==> src/rtl/ddfs_pkg.sv <==
// Shared DDFS constants: default widths, frequency-control codes and the
// code-to-(divider-1) table used by the prescaler and the frequency converter.
package ddfs_pkg;

  localparam int unsigned PHASE_W_DEF = 10;
  localparam int unsigned PRESC_W_DEF = 20;
  localparam int unsigned FW_W        = 7;
  localparam int unsigned CODE_W      = 3;

  typedef enum logic [CODE_W-1:0] {
    FC_DIV2   = 3'd0,
    FC_DIV10  = 3'd1,
    FC_DIV100 = 3'd2,
    FC_DIV1K  = 3'd3,
    FC_DIV10K = 3'd4,
    FC_DIV100K = 3'd5,
    FC_DIV1M  = 3'd6,
    FC_ALIAS2 = 3'd7
  } freq_code_e;

  typedef logic [PRESC_W_DEF-1:0] presc_t;

  // Code 7 is unassigned and aliases code 0.
  function automatic presc_t div_m1(input logic [CODE_W-1:0] code);
    presc_t d;
    case (code)
      FC_DIV10:   d = 20'd9;
      FC_DIV100:  d = 20'd99;
      FC_DIV1K:   d = 20'd999;
      FC_DIV10K:  d = 20'd9999;
      FC_DIV100K: d = 20'd99999;
      FC_DIV1M:   d = 20'd999999;
      default:    d = 20'd1;
    endcase
    return d;
  endfunction

endpackage

==> src/rtl/ddfs_prescaler.sv <==
// Prescaler: counts 0..div-1 while enabled and flags the last count with a
// one-cycle tick; held at 0 while disabled.
module ddfs_prescaler
  import ddfs_pkg::*;
#(
  parameter int unsigned PRESC_W = PRESC_W_DEF
) (
  input  logic              clk,
  input  logic              rst,
  input  logic              en,
  input  logic [CODE_W-1:0] code,
  output logic              tick
);

  logic [PRESC_W-1:0] r_cnt;
  logic [PRESC_W-1:0] w_last;

  assign w_last = PRESC_W'(div_m1(code));
  assign tick   = en && (r_cnt == w_last);

  always_ff @(posedge clk or posedge rst) begin
    if (rst) begin
      r_cnt <= '0;
    end else if (!en || tick) begin
      r_cnt <= '0;
    end else begin
      r_cnt <= r_cnt + PRESC_W'(1);
    end
  end

endmodule

==> src/rtl/ddfs_phase_generator.sv <==
// DDFS phase accumulator with shadowed frequency settings applied only at a
// phase wrap (or immediately while idle). Optional DDFS_WRAP_PULSE_EN adds wrap_pulse.
module ddfs_phase_generator
  import ddfs_pkg::*;
#(
  parameter int unsigned PHASE_W = PHASE_W_DEF,
  parameter int unsigned PRESC_W = PRESC_W_DEF
) (
  input  logic               clk,
  input  logic               rst,
  input  logic               en,
  input  logic [FW_W-1:0]    fw,
  input  logic [CODE_W-1:0]  freq_control,
  input  logic               update,
  output logic [PHASE_W-1:0] phase,
  output logic               pending
`ifdef DDFS_WRAP_PULSE_EN
  ,
  output logic               wrap_pulse
`endif
);

  logic [FW_W-1:0]    r_fw_sh;
  logic [FW_W-1:0]    r_fw_act;
  logic [CODE_W-1:0]  r_code_sh;
  logic [CODE_W-1:0]  r_code_act;
  logic               r_pending;
  logic [PHASE_W-1:0] r_phase;

  logic               w_tick;
  logic [PHASE_W:0]   w_sum;
  logic               w_wrap;
  logic               w_apply;

  ddfs_prescaler #(
    .PRESC_W (PRESC_W)
  ) u_prescaler (
    .clk  (clk),
    .rst  (rst),
    .en   (en),
    .code (r_code_act),
    .tick (w_tick)
  );

  assign w_sum   = {1'b0, r_phase} + (PHASE_W+1)'(r_fw_act) + (PHASE_W+1)'(1);
  assign w_wrap  = w_tick && w_sum[PHASE_W];
  // Running: swap settings only on the wrap edge so a period is never split.
  assign w_apply = r_pending && (en ? w_wrap : 1'b1);

  always_ff @(posedge clk or posedge rst) begin
    if (rst) begin
      r_fw_sh    <= '0;
      r_fw_act   <= '0;
      r_code_sh  <= '0;
      r_code_act <= '0;
      r_pending  <= 1'b0;
      r_phase    <= '0;
    end else begin
      if (update) begin
        r_fw_sh   <= fw;
        r_code_sh <= freq_control;
      end
      if (w_apply) begin
        r_fw_act   <= r_fw_sh;
        r_code_act <= r_code_sh;
      end
      // A capture coinciding with an apply stays pending for the next one.
      if (update) begin
        r_pending <= 1'b1;
      end else if (w_apply) begin
        r_pending <= 1'b0;
      end
      if (w_tick) begin
        r_phase <= w_sum[PHASE_W-1:0];
      end
    end
  end

  assign phase   = r_phase;
  assign pending = r_pending;

`ifdef DDFS_WRAP_PULSE_EN
  logic r_wrap_pulse;

  always_ff @(posedge clk or posedge rst) begin
    if (rst) begin
      r_wrap_pulse <= 1'b0;
    end else begin
      r_wrap_pulse <= w_wrap;
    end
  end

  assign wrap_pulse = r_wrap_pulse;
`endif

endmodule

==> config.mk <==
export PLATFORM = sky130hd
export DESIGN_NAME = ddfs_phase_generator
export DESIGN_NICKNAME = d
export VERILOG_FILES = /design/src/rtl/ddfs_pkg.sv /design/src/rtl/ddfs_prescaler.sv /design/src/rtl/ddfs_phase_generator.sv
export SDC_FILE = /design/constraint.sdc
export NUM_CORES = 1
export LEC_CHECK = 0
export CAP_MARGIN = 20
export CORE_MARGIN = 4
export CORE_UTILIZATION = 41
export CTS_BUF_LIST = sky130_fd_sc_hd__clkbuf_4
export CTS_CLUSTER_DIAMETER = 50
export CTS_CLUSTER_SIZE = 10
export DETAILED_ROUTE_END_ITERATION = 8
export GPL_ROUTABILITY_DRIVEN = 0
export GPL_TIMING_DRIVEN = 0
export PLACE_DENSITY = 0.7
export SYNTH_ARGS = -nofsm -noshare
export SYNTH_HDL_FRONTEND = slang
export SYNTH_SLANG_ARGS = --single-unit
==> constraint.sdc <==
create_clock -name clk -period 5 [get_ports clk]
set_clock_uncertainty 0.2 [all_clocks]
set_input_delay 1.25 -clock clk [delete_from_list [all_inputs] [get_ports clk]]
set_output_delay 1.25 -clock clk [all_outputs]
set_load 0.01 [all_outputs]
==> results.toml, run 1 <==
[run_status]
status = "completed"

[final_layout]
postLayoutCoreUtil_pct = 49.5
layout.nets = 324
n_antenna_cell = 0
drive_gt1_share_pct = 14.3
nFillCells = 609
areaGrowthSynthToFinish_pct = 14.3

[routing]
dr_wl_met2_mm = 2.43
vias = 2019
route.final.wire_length_mm = 5.45
first_iter_violations = 81
drc = 0
wl_met1_mm = 2.75
wl_per_cell_um = 14.4
routed_via_density = 5.34
highest_layer = "met4"
met3RoutedLength_um = 192
antenna_left = 0
drt_first_pass_iters = 5

[power]
ir_drop_mv = 0.124
p_leak_nw = 1.42
p_per_area_nw_per_um2 = 316
total_power_w = 0.00102

[worst_setup_path]
path_class = "flop to flop"
ff2ff_path_depth = 10
ff2ff_setup_slack_ps = 2030
cp-start-kind = "flop"
endpoint_kind = "flop"
worstPathArrival_ps = 3040
critPathMaxFanout = 10
cp.required_ps = 5060

[logic_synthesis]
synth.area.top_cells = "dfrtp_1 (45%), mux2_2 (8.0%), xor2_1 (5.3%)"
yosys.area.top_type = "dfrtp_1"
netlist.area_leader.share_pct = 45.4
synth_edf_count = 0
yosysSeqAreaShare_pct = 45.4
netlist_top_cells_count = "dfrtp_1 (51), nor2_1 (33), mux2_2 (20)"
syn_avg_cell_area_um2 = 10.5
ys_dominant_reg_cell = "dfrtp_1"
ys_seq_elements = 51
synth_cells = 269
ys_warn_count = 0
syn-cell-area_um2 = 2810
syn_nets = 292
yosysMostFrequentCell = "dfrtp_1"
synthDistinctLibCells = 55
async_flop_share_pct = 100

[worst_hold_path]
worstHoldPathCells = 1
hp-class = "flop to flop"

[grt]
antenna_found_initial = 0
grt_usage_pct = 14.8
grt_pass1_vias = 2092
grt_max_degree = 28
grt_overflow = 0
grt_pass1_wl_mm = 10.0

[sta]
relSlewSlack_pct = 58.6
slew_viol_final = 0
tns_ps = 0
fmax_mhz = 336
hold_viol = 0
setup_slack_ps = 2030
tightest_slew_ps = 618
fin_crit_ps = 2970
rsz0062_at_grt = "false"
fin_crit_sh_pct = 59.5
setup_violations = 0

[clocking]
clockBufferDepth = 2
postCtsResizedCells = 0
post_cts_buffers = 0
clkLatencyLatePin_ps = 370
numCtsBuffers = 5
clockRootBuffer = "clkbuf_4"
cts_max_level = 2
cts_tree = "built"
hold_buffers = 0
cts.clk_slew.worst_paths_ps = 130
cts.sinks = 51

[placement]
port-buffer-count = 24
dp_hpwl_mm = 4.15
pre_cts_ws_ps = 2020

[floorplanning]
coreArea_um2 = 6490
ios = 25
die-height_um = 90.8
chipWidth_um = 90.8
die_area_um2 = 8250
initial_core_util_pct = 43.3
rows = 29

[job]
max_cap_viol_count = 0
[kinds of logic (layout without fill, tap and decap cells)]
kind of cell	Yosys count	in the layout	synth area share, %
simple gates	97	97	18.1
flops	51	51	45.4
compound gates	37	37	9.47
mux	27	27	11.4
xor+xnor	25	25	7.78
buf+inv	23	55	3.60
fa+ha+maj	9	9	4.27
[per-layer routing]
layer | track usage [%] | vias up
li1 | - | 1009
met1 | 20.8 | 971
met2 | 23.3 | 33
met3 | 2.58 | 6
met4 | 4.40 | 0
met5 | 0 | -
[cells in the final DEF, fill, tap and decap left out, types with 3 or more instances in the layout]
cell             instances
xor2_1                  17
nand2_1                 15
dfrtp_1                 51
nor3_1                   5
and3_1                   4
mux2_2                  20
nor2_1                  33
buf_2                    5
a21oi_1                  5
inv_1                   10
nand3_1                  9
o21a_1                   3
nand4_1                  5
ha_1                     8
mux2_4                   5
clkdlybuf4s50_1         24
clkbuf_1                 5
nand4b_1                 4
o21ai_0                  9
clkbuf_4                 5
nand2b_1                 4
xnor2_1                  8
[final timing paths]
path                          startpoint          to
setup reg to reg           r_code_act[1]    phase[1]
setup / recovery           r_code_act[1]    phase[1]
max in group asynchronous            rst    phase[8]
hold reg to reg                 phase[8]    phase[8]
hold / removal                  phase[8]    phase[8]
min in group asynchronous            rst  r_fw_sh[1]
[cell type report]
class / count / area (um^2) / share of cell area (%)
repair buffers: 25 / 260 / 8.09
clock inverters: 2 / 8.76 / 0.272
clock buffers: 5 / 37.5 / 1.17
plain buffers: 12 / 60.1 / 1.87
multi-input cells: 195 / 1440 / 44.7
flip-flops and latches: 51 / 1280 / 39.7
inverters: 11 / 41.3 / 1.28
well taps: 77 / 96.3 / 2.99
[sequential cells by signal, summed over array words and instances (netlist names)]
name and flops:
pending 1, phase 10, r_code_act 3, r_code_sh 3, r_fw_act 7, r_fw_sh 7, u_prescaler.r_cnt 20
[through the flow]
stage          area (um^2)  hold slack (ps)  cells
2_1_floorplan         2810              268    269
3_3_place_gp          3150              284    370
3_5_place_dp          3170              296    371
4_1_cts               3220              322    378
5_1_grt               3220              352    378
6_report              3220              320    378
[power breakdown]
| part | leakage [nW] | switching, W | internal, W |
|---|---|---|---|
| combinational | 0.737 | 0.000166 | 0.000182 |
| clock | 0.0285 | 0.000124 | 0.0000502 |
| sequential | 0.650 | 0.0000396 | 0.000456 |
| total | 1.42 | 0.000330 | 0.000688 |
[critical path: stages, from the launching register on]
cell	delay, ps
dfrtp_1	440
buf_2	240
nor4bb_1	240
o22ai_1	120
a21oi_1	180
o21ai_0	140
or4_1	470
buf_2	170
or2_1	220
buf_6	150
mux2_4	290
Note: power is estimated with default switching activity, not from simulation.
==> run 2: changes to the inputs <==
--- a/config.mk
+++ b/config.mk
@@ -14,7 +14,7 @@
 export DETAILED_ROUTE_END_ITERATION = 8
 export GPL_ROUTABILITY_DRIVEN = 0
 export GPL_TIMING_DRIVEN = 0
-export PLACE_DENSITY = 0.7
+export PLACE_DENSITY = 0.72
 export SYNTH_ARGS = -nofsm -noshare
 export SYNTH_HDL_FRONTEND = slang
 export SYNTH_SLANG_ARGS = --single-unit
==> constraint.sdc (replaced) <==
create_clock -name clk -period 2.7 [get_ports clk]
set_clock_uncertainty 0.2 [all_clocks]
set_input_delay 0.675 -clock clk [delete_from_list [all_inputs] [get_ports clk]]
set_output_delay 0.675 -clock clk [all_outputs]
set_load 0.01 [all_outputs]
==> run 2 against run 1 <==
The flow now finishes with violations (negative setup slack). Sequential share of layout area decreased by 4.9 points. Fmax about the same. Die area unchanged. Core utilization increased by 7.0 points. Final cell count increased by 6.1%. Clock-buffer cell count unchanged. Total power increased by 120%. Non-clock buffer count increased by 19. Cell area increased by 14%. Register-to-register slack got worse by 2300 ps. Combinational power increased by 140%. Critical endpoint unchanged. Largest power group unchanged.
==> results.toml, run 2 (same netlist as run 1, synthesis figures left out) <==
[sta]
slew_viol_final = 0
tightest_slew_ps = 839
rsz0062_at_grt = "true"
fin_crit_ps = 2980
fmax_mhz = 336
fin_crit_sh_pct = 110
holdWs_ps = 311
setup_violations = 41
setup_slack_ps = -277
relSlewSlack_pct = 43.9
hold_viol = 0

[routing]
vias = 2239
first_iter_violations = 141
wl_per_cell_um = 16.2
routed_via_density = 5.58
drt_first_pass_iters = 4
antenna_left = 0
drc = 0
route.final.wire_length_mm = 6.49

[floorplanning]
coreArea_um2 = 6490
ios = 25
die_area_um2 = 8250
initial_core_util_pct = 43.3
rows = 29
die-height_um = 90.8
chipWidth_um = 90.8

[final_layout]
n_antenna_cell = 0
largest_register_ffs = 20
top_register = "u_prescaler.r_cnt"
final_cell_mix = "dfrtp_1 (50), clkdlybuf4s50_1 (24), buf_4 (20), nor2_1 (17), xor2_1 (17)"
layout_commonest_cell = "dfrtp_1"
stdcell_area_um2 = 3670
drive_gt1_share_pct = 31.5
layout.nets = 347
areaGrowthSynthToFinish_pct = 30.5
postLayoutCoreUtil_pct = 56.5

[clocking]
cts.sinks = 51
clockRootBuffer = "clkbuf_4"
cts.clk_slew.worst_paths_ps = 140
numCtsBuffers = 5
clkLatencyLatePin_ps = 360
cts_max_level = 2
cts_tree = "built"
clockBufferDepth = 2
hold_buffers = 0

[power]
p_per_area_nw_per_um2 = 597
p_leak_nw = 1.61
ir_drop_mv = 0.229

[worst_setup_path]
worstReg2RegEnd = "phase[1]"
crit_end = "phase[1]"
ff2ff_setup_slack_ps = -280
critPathMaxFanout = 7
endpoint_kind = "flop"
r2r-start = "u_prescaler.r_cnt[14]"
path_class = "flop to flop"
worstPathArrival_ps = 3050
cp.required_ps = 2770
cp-start-kind = "flop"
ff2ff_path_depth = 8
worstSetupStartpoint = "u_prescaler.r_cnt[14]"

[placement]
dp_hpwl_mm = 4.03
port-buffer-count = 24
dpl_cell_area_um2 = 3170

[grt]
grt_overflow = 0
grt_usage_pct = 15.2
antenna_found_initial = 0
grt_pass1_wl_mm = 10.4
grt_pass1_vias = 2143
grt_max_degree = 37

[worst_hold_path]
hp-class = "flop to flop"

[run_status]
violations = "negative setup slack"
status = "complete, but fails checks"

[job]
max_cap_viol_count = 0
==> run 2: worst min-delay path by stage <==
stage | start | end | depth (start not counted)
after floorplan | u_prescaler.r_cnt[0] | u_prescaler.r_cnt[0] | 1
after global placement | phase[8] | phase[8] | 1
after detailed placement | phase[8] | phase[8] | 1
after CTS | phase[8] | phase[8] | 1
after global routing | r_fw_act[2] | r_fw_act[2] | 1
final | phase[8] | phase[8] | 1
==> run 2: area by class of cell <==
class,instances,area [um^2]
Buffer,10,58.8
Clock buffer,5,37.5
Clock inverter,2,37.5
Fill cell,559,2820
Inverter,11,41.3
Multi-Input combinational cell,199,1690
Sequential cell,51,1280
Tap cell,77,96.3
Timing Repair Buffer,46,438
==> run 2: through the flow <==
stage | TNS [ps] | setup slack (ps) | instances | total power (W)
final | -5980 | -277 | 401 | 0.00219
after global routing | -7500 | -302 | 401 | 0.00233
after CTS | -1280 | -154 | 391 | 0.00210
after detailed placement | -5010 | -253 | 371 | 0.00158
after global placement | -23330 | -375 | 370 | 0.00155
after floorplan | -307 | -61.4 | 269 | 0.00137
==> run 2: report_power, final <==
group	switching (W)	internal, W
combinational	0.000392	0.000454
sequential	0.0000737	0.000845
clock	0.000236	0.000190
total	0.000702	0.00149
==> run 2: critical path, cell delays in order (launching register included) <==
cell,delay (ps)
dfrtp_1,420
or4_4,580
o22ai_4,200
a2bb2oi_2,90
nand2b_4,140
or4_4,540
or2_1,250
buf_6,150
mux2_4,300
==> run 2: per-layer routing <==
metal	share of wire, %	vias to the layer above	global-route usage (%)
li1	-	1063	-
met1	47	1123	21.5
met2	49	42	24.2
met3	3.1	11	2.58
met4	1.5	0	3.89
met5	0	-	0
==> run 2: timing repair <==
item | 4_1_cts | 5_1_grt
setup buffers | 13 | 8
gates resized for setup | 22 | 40
setup endpoints to repair | 36 | 41
gates cloned | 1 | 3
pin swaps | 5 | 13
==> run 3: changes to the inputs <==
--- a/config.mk
+++ b/config.mk
@@ -14,7 +14,8 @@
 export DETAILED_ROUTE_END_ITERATION = 8
 export GPL_ROUTABILITY_DRIVEN = 0
 export GPL_TIMING_DRIVEN = 0
-export PLACE_DENSITY = 0.72
+export PLACE_DENSITY = 0.7
 export SYNTH_ARGS = -nofsm -noshare
 export SYNTH_HDL_FRONTEND = slang
 export SYNTH_SLANG_ARGS = --single-unit
+export TNS_END_PERCENT = 20
==> constraint.sdc (replaced) <==
create_clock -name clk -period 2.81 [get_ports clk]
set_clock_uncertainty 0.2 [all_clocks]
set_input_delay 0.7025 -clock clk [delete_from_list [all_inputs] [get_ports clk]]
set_output_delay 0.7025 -clock clk [all_outputs]
set_load 0.01 [all_outputs]
==> run 3 against run 2 <==
The flow still finishes with violations (negative setup slack). Total power is 13% lower. Fmax is 2.9% higher. Via count is 5.0% lower. Clock-buffer cell count stayed put. Routed wire length is 8.1% lower. Final cell count is 3.2% lower. Combinational power is 16% lower. First-iteration DRC count is 23% lower. Sequential share of layout area is 2.6 points higher. Core utilization is 4.0 points lower. Sequential cell count stayed put. Die area stayed put. Largest cell class unchanged. Largest power group unchanged.
==> results.toml, run 3 (same netlist as run 1, synthesis figures left out) <==
[run_status]
status = "complete, but fails checks"
violations = "negative setup slack"

[placement]
dp_hpwl_mm = 4.15
place_inst = 371
port-buffer-count = 24
dpl_cell_area_um2 = 3170

[routing]
wl_per_cell_um = 15.4
drc = 0
first_iter_violations = 109
antenna_left = 0
vias = 2126
route.final.wire_length_mm = 5.96
drt_first_pass_iters = 5
routed_via_density = 5.48

[final_layout]
postLayoutCoreUtil_pct = 52.6
layout.nets = 334
n_antenna_cell = 0
layout_commonest_cell = "dfrtp_1"
top_register = "u_prescaler.r_cnt"
instances_no_fill = 388
stdcell_area_um2 = 3410
final_cell_mix = "dfrtp_1 (50), nor2_1 (32), clkdlybuf4s50_1 (24), mux2_2 (20), xor2_1 (17)"
areaGrowthSynthToFinish_pct = 21.3
nFillCells = 588
drive_gt1_share_pct = 23.2
largest_register_ffs = 20

[floorplanning]
die_area_um2 = 8250
initial_core_util_pct = 43.3
die-height_um = 90.8
coreArea_um2 = 6490
ios = 25
chipWidth_um = 90.8
rows = 29

[worst_hold_path]
hp-start = "phase[8]"
hp-class = "flop to flop"

[clocking]
cts_max_level = 2
cts_tree = "built"
hold_buffers = 0
numCtsBuffers = 5
clockBufferDepth = 2
cts.clk_slew.worst_paths_ps = 140
clkLatencyLatePin_ps = 370
clockRootBuffer = "clkbuf_4"
cts.sinks = 51

[sta]
fin_crit_sh_pct = 103
tightest_slew_ps = 602
hold_viol = 0
setup_slack_ps = -82.2
relSlewSlack_pct = 59.8
tns_ps = -367
fmax_mhz = 346
rsz0062_at_grt = "true"
slew_viol_final = 0
setup_violations = 5
fin_crit_ps = 2890

[worst_setup_path]
cp.required_ps = 2880
cp-start-kind = "flop"
critPathMaxFanout = 7
r2r-start = "r_code_act[1]"
worstSetupStartpoint = "r_code_act[1]"
endpoint_kind = "flop"
path_class = "flop to flop"
worstPathArrival_ps = 2960

[power]
p_per_area_nw_per_um2 = 558
ir_drop_mv = 0.218
p_leak_nw = 1.49
total_power_w = 0.00190

[grt]
grt_usage_pct = 14.9
grt_overflow = 0
grt_pass1_vias = 2086
grt_max_degree = 28
antenna_found_initial = 0
grt_pass1_wl_mm = 10.1

[job]
max_cap_viol_count = 0
## run 3: changes by cell type in the layout (fill, tap and decap cells not counted), sizes merged
| cell | before | now |
|---|---|---|
| clkinvlp | 1 | 0 |
| clkinv | 0 | 2 |
| bufinv | 1 | 0 |
| buf | 25 | 17 |
| nand2 | 18 | 15 |
| clkbuf | 12 | 10 |
## run 3: repair_timing
action / in CTS / in global routing
setup buffers: 3 / 9
resized for setup: 10 / 23
endpoints found under the setup margin: 25 / 28
gates cloned: 0 / 1
pin swaps: 4 / 9
## run 3: routing by layer
| layer | wire (um) | vias up | track usage, % | share of wire (%) |
|---|---|---|---|---|
| met4 | 69 | 0 | 4.52 | 1.2 |
| met3 | 231 | 6 | 2.58 | 3.9 |
| met1 | 2890 | 1043 | 21.0 | 48 |
| li1 | - | 1036 | - | - |
| met2 | 2780 | 41 | 23.4 | 47 |
| met5 | 0 | - | 0 | 0 |
## run 3: cell type report
type,count,area (um^2),share of cell area (%)
Inverter,11,41.3,1.21
Clock inverter,2,8.76,0.257
Clock buffer,5,37.5,1.10
Timing Repair Buffer,37,362,10.6
Sequential cell,51,1280,37.4
Multi-Input combinational cell,196,1530,44.9
Tap cell,77,96.3,2.82
Buffer,9,58.8,1.72
## run 3: final timing paths
path,end,slack [ps],cells after the start
setup / recovery,phase[1],-80,10
hold / removal,phase[8],320,1
setup reg to reg,phase[1],-80,10
hold reg to reg,phase[8],320,1
max in group asynchronous,phase[8],1400,3
min in group asynchronous,r_fw_sh[1],480,2
## run 3: power breakdown
| group | switching, W | internal [W] |
|---|---|---|
| sequential | 0.0000722 | 0.000812 |
| combinational | 0.000327 | 0.000379 |
| clock | 0.000223 | 0.0000893 |
## run 3: critical path, cell delays in order (launching register included)
cell and delay [ps]:
dfrtp_1 400, buf_4 140, buf_6 120, or3b_4 390, o311ai_2 100, a21o_1 180, nand2b_1 60, or4_4 510
or2_1 250, buf_6 150, mux2_4 300
## run 3: metrics by stage
| step | hold WS (ps) | setup WS, ps |
|---|---|---|
| 3_3_place_gp | 284 | -253 |
| 2_1_floorplan | 268 | 48.6 |
| 3_5_place_dp | 296 | -125 |
| 6_report | 323 | -82.2 |
| 5_1_grt | 354 | -137 |
| 4_1_cts | 322 | -56.1 |
